`config.mk`:
```
export PLATFORM = sky130hd
export DESIGN_NAME = clock_set_ctrl
export DESIGN_NICKNAME = d
export VERILOG_FILES = /design/src/rtl/clock_set_ctrl.sv
export SDC_FILE = /design/constraint.sdc
export NUM_CORES = 1
export LEC_CHECK = 0
export CAP_MARGIN = 25
export CORE_MARGIN = 4
export CORE_UTILIZATION = 50
export DETAILED_ROUTE_END_ITERATION = 10
export GPL_TIMING_DRIVEN = 0
export PLACE_DENSITY = 0.78
export SLEW_MARGIN = 20
export SYNTH_ARGS = -nofsm -noshare
export SYNTH_HDL_FRONTEND = slang
export SYNTH_SLANG_ARGS = --single-unit
```
`constraint.sdc`:
```
create_clock -name clk -period 8.2 [get_ports clk]
set_input_delay 1.23 -clock clk [delete_from_list [all_inputs] [get_ports clk]]
set_output_delay 1.23 -clock clk [all_outputs]
set_load 0.005 [all_outputs]
```
`src/rtl/clock_set_ctrl.sv`:
```
// Clock-setting sequencer: 1 Hz prescaler, RUN/SET_HR/SET_MIN mode machine, increment strobes with auto-repeat, blink flag.
// All outputs registered; button edges act on the sampling edge; no backpressure (strobe-only outputs).
module clock_set_ctrl #(
  parameter int TICK_DIV   = 50_000_000,
  parameter int REPEAT_DLY = 25_000_000,
  parameter int REPEAT_PER = 10_000_000
) (
  input  logic       clk,
  input  logic       rst,
  input  logic       btn_mode,
  input  logic       btn_inc,
  output logic       sec_tick,
  output logic       inc_hr,
  output logic       inc_min,
  output logic       clr_sec,
  output logic [1:0] mode,
  output logic       blink
);

  localparam int PW   = (TICK_DIV > 1) ? $clog2(TICK_DIV) : 1;
  localparam int RMAX = (REPEAT_DLY > REPEAT_PER) ? REPEAT_DLY : REPEAT_PER;
  localparam int RW   = $clog2(RMAX + 1);

  localparam logic [PW-1:0] P_LAST = PW'(TICK_DIV - 1);
  localparam logic [PW-1:0] P_HALF = PW'(TICK_DIV / 2);
  localparam logic [RW-1:0] R_DLY  = RW'(REPEAT_DLY);
  localparam logic [RW-1:0] R_PER  = RW'(REPEAT_PER);

  typedef enum logic [1:0] {RUN = 2'd0, SET_HR = 2'd1, SET_MIN = 2'd2} state_t;

  state_t        state, state_n;
  logic [PW-1:0] pre, pre_n, bcnt, bcnt_n;
  logic [RW-1:0] rcnt, rcnt_n, rtarget;
  logic          rep_act, rep_act_n, rep_first, rep_first_n;
  logic          btn_mode_q, btn_inc_q;
  logic          sec_tick_n, inc_hr_n, inc_min_n, clr_sec_n, blink_n;
  logic          mode_edge, inc_edge, stb;

  assign mode = state;

  always_comb begin
    mode_edge   = btn_mode & ~btn_mode_q;
    inc_edge    = btn_inc & ~btn_inc_q;
    state_n     = state;
    pre_n       = '0;
    sec_tick_n  = 1'b0;
    stb         = 1'b0;
    rep_act_n   = 1'b0;
    rep_first_n = 1'b0;
    rcnt_n      = '0;
    bcnt_n      = '0;
    blink_n     = 1'b0;
    rtarget     = rep_first ? R_DLY : R_PER;

    if (mode_edge) begin
      case (state)
        RUN:     state_n = SET_HR;
        SET_HR:  state_n = SET_MIN;
        default: state_n = RUN;
      endcase
    end

    if (state == RUN && state_n == RUN) begin
      if (pre == P_LAST) sec_tick_n = 1'b1;
      else               pre_n      = pre + 1'b1;
    end
    clr_sec_n = (state == SET_MIN) && (state_n == RUN);

    // A mode edge in the same sample cancels any increment or pending repeat
    if (state != RUN && !mode_edge && btn_inc) begin
      if (inc_edge) begin
        stb         = 1'b1;
        rep_act_n   = 1'b1;
        rep_first_n = 1'b1;
      end else if (rep_act) begin
        rep_act_n = 1'b1;
        if (rcnt + 1'b1 == rtarget) begin
          stb = 1'b1;
        end else begin
          rcnt_n      = rcnt + 1'b1;
          rep_first_n = rep_first;
        end
      end
    end
    inc_hr_n  = stb && (state == SET_HR);
    inc_min_n = stb && (state == SET_MIN);

    if (state_n != RUN) begin
      if (state_n == state && !stb) bcnt_n = (bcnt == P_LAST) ? '0 : bcnt + 1'b1;
      blink_n = (bcnt_n < P_HALF);
    end
  end

  always_ff @(posedge clk or negedge rst) begin
    if (!rst) begin
      state      <= RUN;
      pre        <= '0;
      bcnt       <= '0;
      rcnt       <= '0;
      rep_act    <= 1'b0;
      rep_first  <= 1'b0;
      btn_mode_q <= 1'b1;
      btn_inc_q  <= 1'b1;
      sec_tick   <= 1'b0;
      inc_hr     <= 1'b0;
      inc_min    <= 1'b0;
      clr_sec    <= 1'b0;
      blink      <= 1'b0;
    end else begin
      state      <= state_n;
      pre        <= pre_n;
      bcnt       <= bcnt_n;
      rcnt       <= rcnt_n;
      rep_act    <= rep_act_n;
      rep_first  <= rep_first_n;
      btn_mode_q <= btn_mode;
      btn_inc_q  <= btn_inc;
      sec_tick   <= sec_tick_n;
      inc_hr     <= inc_hr_n;
      inc_min    <= inc_min_n;
      clr_sec    <= clr_sec_n;
      blink      <= blink_n;
    end
  end

endmodule

```
==> results.yml <==
critical_path:
  worstRegToRegCells: 11
  cp_max_fo: 10
  crit_arrival_ns: 3.74
  cp.required_ns: 8.46
  r2r-end: "bcnt[19]"
  r2r_slack_ns: 4.71
  crit_type: "flop to flop"
  cp-end-kind: "flop"
  r2r_start: "rcnt[16]"
  start_kind: "flop"
sta:
  worstMarginPinSlew_ns: 0.696
  hold_viol_final: 0
  rsz0062_at_grt: "false"
  setup_viol: 0
  worst_slack_ns: 4.71
  fin_setup_tns_ns: 0
  slew_headroom_pct: 53.6
  period_minus_slack_ns: 3.49
  whs_ns: 0.496
  finClkSkew_ns: 0.0126
  period_share_pct: 42.5
  slew_violations: 0
  fmax_mhz: 287
cts:
  cts_resized: 0
  tritoncts: "done"
  clock-sinks: 88
  clk_path_buf_depth: 2
  cts_made_buffers: 9
  clock_latency_ns: 0.37
  clk_pin_slew_worst_paths_ns: 0.10
  hold_buffers: 0
  htree_levels: 3
  cts_setup_buffers: 0
  cts-root-buf: "clkbuf_8"
final_layout:
  final_cell_mix: "86 x nor2_1, 86 x dfrtp_1, 54 x nand2_1"
  drive_gt1_share_pct: 7.10
  area_growth_pct: 10.6
  nets: 565
  n_antenna_cell: 0
  nFillCells: 812
min_path:
  hp-class: "flop to flop"
  worstHoldEndpoint: "rcnt[0]"
  min_path_cells: 1
  hp-start: "rcnt[0]"
routing:
  post_drt_wl_per_cell_um: 14.5
  num_vias: 3907
  drt.antenna.violating_nets: 0
  routed_wl_um: 10100
  drc: 0
  post_drt_via_cell_ratio: 5.65
  drtPass1Iterations: 4
  initialDrtViolationCount: 177
logic_synthesis:
  syn_area_um2: 4830
  synth-seq-cells: 88
  ys_types: 61
  yosys_warnings: 0
  async_flop_share_pct: 100
  synth.avg_cell_area_um2: 9.01
  synth_edf_count: 0
  synth-main-ff-cell: "dfrtp_1"
  synth_cells: 536
  ys_seq_area_share_pct: 45.7
  synth_nets: 543
run:
  maxCapViolations: 0
die:
  core_area_um2: 9330
  design.die.area_um2: 11300
  rows: 35
  initial_core_util_pct: 51.8
  io_pins: 11
  die_w_um: 106
  die_h_um: 106
power:
  p_leak_nw: 2.19
  p_per_area_nw_per_um2: 179
  irDropWorstVdd_v: 0.000126
global_route:
  grt_pass1_vias: 3758
  grt_first_pass_wirelength_um: 17700
  antenna_found_initial: 0
  grt_max_degree: 54
  grt_usage_pct: 19.2
  overflow: 0
placement:
  post-dp-hpwl_um: 7170
  portBuffers: 10
  routabilityCongestion: 0.904
  dp_slack_ns: 4.69
outcome:
  status: "complete, no violations"
## cell type report
type	instances	area, um^2	share of cell area [%]
timing repair buffer	11	118	2.20
inverter	10	37.5	0.703
sequential	88	2200	41.3
tap	129	161	3.02
buffer	24	111	2.09
clock inverter	7	110	2.06
clock buffer	9	124	2.32
multi-input combinational	414	2470	46.3
## how the worst max path moves through the flow
stage             start        to  slack, ns  cells past startpoint
2_1_floorplan   rcnt[7]  bcnt[15]       5.14                     12
3_3_place_gp        rst  bcnt[19]       2.77                      1
3_5_place_dp   btn_mode   bcnt[5]       4.69                      8
4_1_cts        rcnt[16]  bcnt[16]       4.74                     11
5_1_grt        rcnt[16]  bcnt[15]       4.54                     11
6_report       rcnt[16]  bcnt[19]       4.71                     11
## metrics by stage
| stage | instances | total power [mW] | utilization (%) | cell area [um^2] |
|---|---|---|---|---|
| after CTS | 692 | 0.969 | 57.3 | 5340 |
| after floorplan | 536 | 0.556 | - | 4830 |
| after global placement | 675 | 0.611 | 54.6 | 5090 |
| after global routing | 692 | 1.00 | 57.3 | 5340 |
| final | 692 | 0.956 | 57.3 | 5340 |
| after detailed placement | 676 | 0.619 | 54.7 | 5110 |
## sequential cells by signal (all words and copies together) (netlist names), 2 cells and up
signal / count
bcnt: 26
mode: 2
pre: 26
rcnt: 25
## critical path, stage by stage (launching register included)
cell and delay (ns):
dfrtp_1 0.33, clkbuf_1 0.27, nand4_1 0.22, or3_1 0.44
o41ai_1 0.53, o211ai_1 0.16, o2bb2a_1 0.33, a2111o_1 0.50
a21oi_2 0.19, buf_4 0.20, buf_6 0.15, nor2_1 0.05
## where the power goes
group	leakage [nW]	switching [mW]	internal [mW]
sequential	1.21	0.0205	0.454
clock	0.114	0.172	0.177
combinational	0.860	0.0842	0.0480
## kinds of logic after synthesis
family	Yosys count	synth area share [%]
AOI/OAI and AO/OA	58	8.11
adders and majority gates	4	0.985
muxes	5	1.11
and+or+nand+nor	283	29.4
DFF	88	45.7
xor gates and xnor gates	64	11.6
buffers and inverters	34	3.08
## routing by layer
metal	wire (um)	track usage (%)	up-vias
li1	-	-	1924
met1	4710	25.6	1901
met2	4840	31.5	68
met3	311	3.95	14
met4	204	6.29	0
met5	0	0	-
## cells in the mapped netlist, types with 4 or more instances
cell      count  area share, %
dfrtp_1      86             45
nor2_1       86            6.7
nand2_1      54            4.2
nand3_1      38            3.9
xor2_1       33            6.0
xnor2_1      31            5.6
a21oi_1      16            1.7
nand4_1      16            2.1
and3_1       13            1.7
clkbuf_1     13            1.0
nor3_1       12            1.2
nor4_1       11            1.4
o21ai_0      11            1.1
or3_1        11            1.4
inv_1        10           0.78
buf_2         8           0.83
nand2b_1      7           0.91
and4_1        6            1.1
or4_1         5           0.78
and2_1        4           0.52
No activity file was read; power rests on OpenSTA's default activity.
